`config.mk`:
```
export PLATFORM = sky130hd
export DESIGN_NAME = spi_master_seq
export DESIGN_NICKNAME = d
export VERILOG_FILES = /design/src/rtl/spi_master_seq.sv
export SDC_FILE = /design/constraint.sdc
export NUM_CORES = 1
export LEC_CHECK = 0
export ABC_CLOCK_PERIOD_IN_PS = 4500
export CORE_MARGIN = 10
export CORE_UTILIZATION = 45
export CTS_BUF_LIST = sky130_fd_sc_hd__clkbuf_8 sky130_fd_sc_hd__clkbuf_16
export CTS_CLUSTER_DIAMETER = 60
export CTS_CLUSTER_SIZE = 16
export DETAILED_ROUTE_END_ITERATION = 10
export PLACE_DENSITY = 0.74
export SLEW_MARGIN = 20
export SYNTH_ARGS = -nofsm -noshare
export SYNTH_HDL_FRONTEND = slang
export SYNTH_SLANG_ARGS = --single-unit
```
`constraint.sdc`:
```
create_clock -name clk -period 4.5 [get_ports clk]
set_clock_uncertainty 0.05 [all_clocks]
set_input_delay 0.9 -clock clk [delete_from_list [all_inputs] [get_ports clk]]
set_output_delay 0.9 -clock clk [all_outputs]
set_load 0.01 [all_outputs]
```
`src/rtl/spi_master_seq.sv`:
```
//------------------------------------------------------------------------------
// Module   : spi_master_seq
// Purpose  : Transaction sequencer sitting in front of a single-shot SPI
//            master. Outgoing words are buffered in a TX FIFO, launched one
//            at a time with a single-cycle start pulse, tracked through the
//            master's LOAD strobe, and the received word is captured into an
//            RX FIFO. A watchdog abandons frames that never complete.
// Ports    : clk      - system clock, rising edge
//            clr      - asynchronous active-low reset
//            tx_dat   - word to transmit         tx_we   - write strobe
//            tx_full  - TX FIFO full             tx_cnt  - TX occupancy
//            rx_dat   - RX FIFO head             rx_vld  - RX non-empty
//            rx_rd    - RX pop strobe
//            st       - start pulse to master    MTX_DAT - word to master
//            LOAD     - master idle (1) / busy (0)
//            MRX_DAT  - word received by master
//            busy     - sequencer not idle       err     - watchdog timeout
// Revision : 1.0 - initial release
//------------------------------------------------------------------------------
`timescale 1ns/1ps
`default_nettype none

module spi_master_seq #(
   parameter int m     = 16,
   parameter int DEPTH = 4,
   parameter int GAP   = 2,
   parameter int TMO   = 255
) (
   input  logic                     clk,
   input  logic                     clr,
   input  logic [m-1:0]             tx_dat,
   input  logic                     tx_we,
   output logic                     tx_full,
   output logic [$clog2(DEPTH):0]   tx_cnt,
   output logic [m-1:0]             rx_dat,
   output logic                     rx_vld,
   input  logic                     rx_rd,
   output logic                     st,
   output logic [m-1:0]             MTX_DAT,
   input  logic                     LOAD,
   input  logic [m-1:0]             MRX_DAT,
   output logic                     busy,
   output logic                     err
);

   localparam int AW  = $clog2(DEPTH);
   localparam int CW  = AW + 1;
   localparam int WDW = (TMO < 2) ? 1 : $clog2(TMO + 1);
   localparam int GW  = (GAP < 2) ? 1 : $clog2(GAP + 1);

   localparam logic [CW-1:0]  C_DEPTH    = CW'(DEPTH);
   localparam logic [WDW-1:0] C_TMO      = WDW'(TMO);
   localparam logic [WDW-1:0] C_WD_MAX   = {WDW{1'b1}};
   localparam logic [GW-1:0]  C_GAP_LAST = GW'((GAP > 0) ? (GAP - 1) : 0);

   typedef enum logic [2:0] {
      S_IDLE    = 3'd0,
      S_START   = 3'd1,
      S_WAIT_LO = 3'd2,
      S_WAIT_HI = 3'd3,
      S_CAPTURE = 3'd4,
      S_GAP     = 3'd5
   } state_t;

   // ---------------------------------------------------------------- storage
   logic [m-1:0]  tx_mem_q [DEPTH];
   logic [m-1:0]  rx_mem_q [DEPTH];

   logic [AW-1:0] tx_wp_q, tx_wp_d, tx_rp_q, tx_rp_d;
   logic [CW-1:0] tx_cnt_q, tx_cnt_d;
   logic [AW-1:0] rx_wp_q, rx_wp_d, rx_rp_q, rx_rp_d;
   logic [CW-1:0] rx_cnt_q, rx_cnt_d;

   state_t         state_q, state_d;
   logic [m-1:0]   mtx_q, mtx_d;
   logic           st_q, st_d;
   logic           err_q, err_d;
   logic           busy_q, busy_d;
   logic [WDW-1:0] wdog_q, wdog_d;
   logic [GW-1:0]  gap_q, gap_d;

   logic           tx_push, tx_pop, rx_push, rx_pop;
   logic [WDW-1:0] wdog_inc;
   logic           wdog_hit;

   assign tx_push = tx_we && !tx_full;
   assign rx_pop  = rx_rd && rx_vld;

   // Saturating increment; the timeout fires in the cycle the counter
   // would reach TMO, so err appears TMO+1 cycles after START.
   assign wdog_inc = (wdog_q == C_WD_MAX) ? wdog_q : (wdog_q + 1'b1);
   assign wdog_hit = (wdog_inc >= C_TMO);

   // ------------------------------------------------------------ next state
   always_comb begin
      state_d = state_q;
      mtx_d   = mtx_q;
      st_d    = 1'b0;
      err_d   = 1'b0;
      wdog_d  = wdog_q;
      gap_d   = gap_q;
      tx_pop  = 1'b0;
      rx_push = 1'b0;

      case (state_q)
         S_IDLE: begin
            // Only launch when the result is guaranteed a slot in RX.
            if ((tx_cnt_q != '0) && (rx_cnt_q < C_DEPTH)) begin
               state_d = S_START;
               tx_pop  = 1'b1;
               mtx_d   = tx_mem_q[tx_rp_q];
               st_d    = 1'b1;
            end
         end
         S_START: begin
            state_d = S_WAIT_LO;
            wdog_d  = '0;
         end
         S_WAIT_LO: begin
            if (!LOAD) begin
               state_d = S_WAIT_HI;
               wdog_d  = '0;
            end else if (wdog_hit) begin
               err_d   = 1'b1;
               gap_d   = '0;
               state_d = (GAP == 0) ? S_IDLE : S_GAP;
            end else begin
               wdog_d  = wdog_inc;
            end
         end
         S_WAIT_HI: begin
            if (LOAD) begin
               state_d = S_CAPTURE;
            end else if (wdog_hit) begin
               err_d   = 1'b1;
               gap_d   = '0;
               state_d = (GAP == 0) ? S_IDLE : S_GAP;
            end else begin
               wdog_d  = wdog_inc;
            end
         end
         S_CAPTURE: begin
            rx_push = 1'b1;
            gap_d   = '0;
            state_d = (GAP == 0) ? S_IDLE : S_GAP;
         end
         S_GAP: begin
            if (gap_q == C_GAP_LAST) begin
               state_d = S_IDLE;
            end else begin
               gap_d = gap_q + 1'b1;
            end
         end
         default: begin
            state_d = S_IDLE;
         end
      endcase

      // busy is registered from the next state so it tracks state_q exactly.
      busy_d = (state_d != S_IDLE);
   end

   // --------------------------------------------------------- FIFO pointers
   always_comb begin
      tx_wp_d  = tx_push ? (tx_wp_q + 1'b1) : tx_wp_q;
      tx_rp_d  = tx_pop  ? (tx_rp_q + 1'b1) : tx_rp_q;
      tx_cnt_d = tx_cnt_q;
      case ({tx_push, tx_pop})
         2'b10:   tx_cnt_d = tx_cnt_q + 1'b1;
         2'b01:   tx_cnt_d = tx_cnt_q - 1'b1;
         default: tx_cnt_d = tx_cnt_q;
      endcase

      rx_wp_d  = rx_push ? (rx_wp_q + 1'b1) : rx_wp_q;
      rx_rp_d  = rx_pop  ? (rx_rp_q + 1'b1) : rx_rp_q;
      rx_cnt_d = rx_cnt_q;
      case ({rx_push, rx_pop})
         2'b10:   rx_cnt_d = rx_cnt_q + 1'b1;
         2'b01:   rx_cnt_d = rx_cnt_q - 1'b1;
         default: rx_cnt_d = rx_cnt_q;
      endcase
   end

   // ------------------------------------------------------------- registers
   always_ff @(posedge clk or negedge clr) begin
      if (!clr) begin
         state_q  <= S_IDLE;
         mtx_q    <= '0;
         st_q     <= 1'b0;
         err_q    <= 1'b0;
         busy_q   <= 1'b0;
         wdog_q   <= '0;
         gap_q    <= '0;
         tx_wp_q  <= '0;
         tx_rp_q  <= '0;
         tx_cnt_q <= '0;
         rx_wp_q  <= '0;
         rx_rp_q  <= '0;
         rx_cnt_q <= '0;
      end else begin
         state_q  <= state_d;
         mtx_q    <= mtx_d;
         st_q     <= st_d;
         err_q    <= err_d;
         busy_q   <= busy_d;
         wdog_q   <= wdog_d;
         gap_q    <= gap_d;
         tx_wp_q  <= tx_wp_d;
         tx_rp_q  <= tx_rp_d;
         tx_cnt_q <= tx_cnt_d;
         rx_wp_q  <= rx_wp_d;
         rx_rp_q  <= rx_rp_d;
         rx_cnt_q <= rx_cnt_d;
      end
   end

   // FIFO data arrays need no reset: occupancy counters gate every read.
   always_ff @(posedge clk) begin
      if (tx_push) begin
         tx_mem_q[tx_wp_q] <= tx_dat;
      end
      if (rx_push) begin
         rx_mem_q[rx_wp_q] <= MRX_DAT;
      end
   end

   // --------------------------------------------------------------- outputs
   assign tx_full = (tx_cnt_q == C_DEPTH);
   assign tx_cnt  = tx_cnt_q;
   assign rx_vld  = (rx_cnt_q != '0);
   // Masked so the head reads zero while empty (storage is not reset).
   assign rx_dat  = rx_vld ? rx_mem_q[rx_rp_q] : '0;
   assign st      = st_q;
   assign MTX_DAT = mtx_q;
   assign busy    = busy_q;
   assign err     = err_q;

endmodule

`default_nettype wire
```
==> impl_metrics.ini <==
[drt]
drt_iter0_drc = 240
routed_wl_um = 13600
ant_nets = 0
route.detailed.drc = 0
via_count = 3810
wl_per_cell_um = 18.9
avgViaCountPerCell = 5.29
dr.pass1.iters = 5

[sta]
finalCritPeriodShare_pct = 74.4
whs_ns = 0.453
worst_slack_ns = 1.15
fmax_mhz = 299
worstMarginPinSlew_ns = 0.926
hold_viol = 0
final-setup-viol-count = 0
relSlewSlack_pct = 38.3
tns_ns = 0
grt_setup_unrepaired = false
min_period_ns = 3.35
drv_slew = 0

[yosys]
synth_fp_nets = 465
yosysMostFrequentCell = edfxtp_1
synth_top_family_by_area = multiplexers
synth_top_cell_by_area = edfxtp_1
synthSimpleGateAreaFrac_pct = 6.44
synth_enable_flop_cells = 128
ys_warn_count = 0
synth_area_per_cell_um2 = 17.5
synth_common_cells = edfxtp_1 (128), dfrtp_1 (46), mux4_2 (32)
synth.area.top_cells = edfxtp_1 (53%), dfrtp_1 (16%), mux4_2 (10%)
synth_top_cell_area_share_pct = 53.5
ys_ff_latch = 174
synthAdderAreaFrac_pct = 2.99
synth-async-reset-ratio_pct = 26.4
synth_compound_area_share_pct = 4.56
synth_xor_area_share_pct = 1.58
synth_area_mm2 = 0.00719
synthFlopType = edfxtp_1
ys_seq_area_share_pct = 69.5
synth_cell_types = 49
synthCells = 412
synth.area.mux_share_pct = 13.1

[clock_tree]
cts_setup_buffers = 0
cts_tree = done
cts_resized = 0
clk_latency_ns = 0.42
clk_pin_slew_ns = 0.07
htreeDepth = 4
cts_buffer_depth = 2
cts_made_buffers = 17
clock-sinks = 174
hold_buffers = 0
cts_root_buf = clkbuf_16

[pwr]
p_leak_nw = 3.12
power_density_mw_per_mm2 = 634
vdd_drop_max_mv = 0.330

[die]
die_w_um = 146
rows = 46
io_pins = 77
die_area_mm2 = 0.0214
core_mm2 = 0.0158
start_util_pct = 45.6
die_height_um = 146

[grt]
antenna_found_initial = 0
grt_pass1_vias = 4045
grt_use_total_pct = 13.0
grt_overflow = 0
grt_pass1_wl_um = 22000
grt_start_max_net_pins = 47

[worst_setup_path]
crit_start = rx_rp_q[0]
regToRegEndpoint = tx_cnt[2]
crit_type = flop to primary output
path_cells = mux4_2 -> and2_1 -> clkdlybuf4s50_1
required_ns = 3.55
r2r_slack_ns = 1.85
rr_worst_depth = 9
max_stage_delay_ns = 0.73
worstSetupStartpointType = flop
crit_arrival_ns = 2.40
cp_max_fo = 18
worst_setup_path_end_kind = primary output
cp-endpoint = rx_dat[8]
r2r_start = state_q[0]
cp_slowest_cell = dfrtp_2

[run_status]
status = finished clean

[placement]
port_buffers = 76
dp_cells = 688
place_congestion = 0.800
dpl.hpwl_um = 8780
dp_slack_ns = 1.21

[final_layout]
finalCoreUtilization_pct = 55.3
seq_area_mm2 = 0.00500
fill_cells = 1246
num_antenna_cells = 0
drive_gt1_share_pct = 18.7
syn2layout_area_growth_pct = 21.3
final_cells = 720
nets = 544
multi_input_area_mm2 = 0.00207

[run]
cap_violations = 0

[hold_path]
hold_class = flop to flop
## flip-flops by register name, summed over array words and instances (netlist names)
signal    count
st            1
state_q       3
rx_cnt_q      3
err           1
rx_mem_q     64
MTX_DAT      16
wdog_q        8
rx_rp_q       2
tx_mem_q     64
tx_rp_q       2
rx_wp_q       2
tx_cnt        3
gap_q         2
tx_wp_q       2
busy          1
## metal layers
layer | global-route usage [%] | wire length (um)
met2 | 21.0 | 6800
met1 | 15.9 | 5910
met3 | 4.26 | 756
met5 | 0 | 0
met4 | 5.01 | 178
## worst min-delay path by stage
stage / start / to / slack [ns] / cells past startpoint
floorplan: rx_cnt_q[2] / rx_cnt_q[2] / 0.41 / 1
global placement: rx_cnt_q[0] / rx_cnt_q[0] / 0.43 / 1
detailed placement: rx_cnt_q[0] / rx_cnt_q[0] / 0.44 / 1
CTS: rx_cnt_q[0] / rx_cnt_q[0] / 0.45 / 1
global route: MTX_DAT[4] / MTX_DAT[4] / 0.47 / 1
finish: gap_q[1] / gap_q[1] / 0.45 / 2
## critical path, delay by kind of cell (launching register included)
kind,cells,cell delay [ns]
buffers and inverters,1,0.48
DFF,1,0.73
muxes,1,0.60
and+or+nand+nor,1,0.17
## layout by cell type, fill, tap and decap left out, types with 3 or more instances in the layout
cell type        count
a21oi_1              7
and2_1              22
and3_1               8
clkbuf_16           17
clkdlybuf4s50_1     75
dfrtp_1             44
edfxtp_1           128
ha_1                14
inv_1               19
inv_6                3
mux2_2              18
mux4_2              32
nand2_1             13
nand3_1              6
nor2_1              12
nor2b_1              4
nor3_1               6
o21ai_0             13
o31ai_1              4
xnor2_1              6
xor2_1               7
## kinds of logic (layout without fill, tap and decap cells)
| group | Yosys count | in the layout |
|---|---|---|
| xor gates and xnor gates | 13 | 13 |
| adders and majority gates | 16 | 16 |
| AOI/OAI and AO/OA | 43 | 43 |
| DFF | 174 | 174 |
| buffers and inverters | 33 | 125 |
| muxes | 52 | 52 |
| and+or+nand+nor | 81 | 81 |
## stage by stage
step           instance area, um^2  total power [mW]
2_1_floorplan                 7190              3.47
3_3_place_gp                  8160              4.14
3_5_place_dp                  8160              4.22
4_1_cts                       8720              5.61
5_1_grt                       8720              5.85
6_report                      8720              5.53
## final cells by class
class / instances / area share (%)
Clock inverter: 14 / 1.38
Tap cell: 216 / 3.10
Sequential cell: 174 / 57.3
Timing Repair Buffer: 78 / 8.84
Clock buffer: 18 / 5.03
Inverter: 15 / 0.645
Multi-Input combinational cell: 205 / 23.7
## power breakdown
part           internal [mW]  switching, mW  leakage (nW)
combinational           1.01          0.741          1.11
sequential              2.07          0.324          1.72
clock                  0.777          0.600         0.284
No activity file was read; power rests on OpenSTA's default activity.
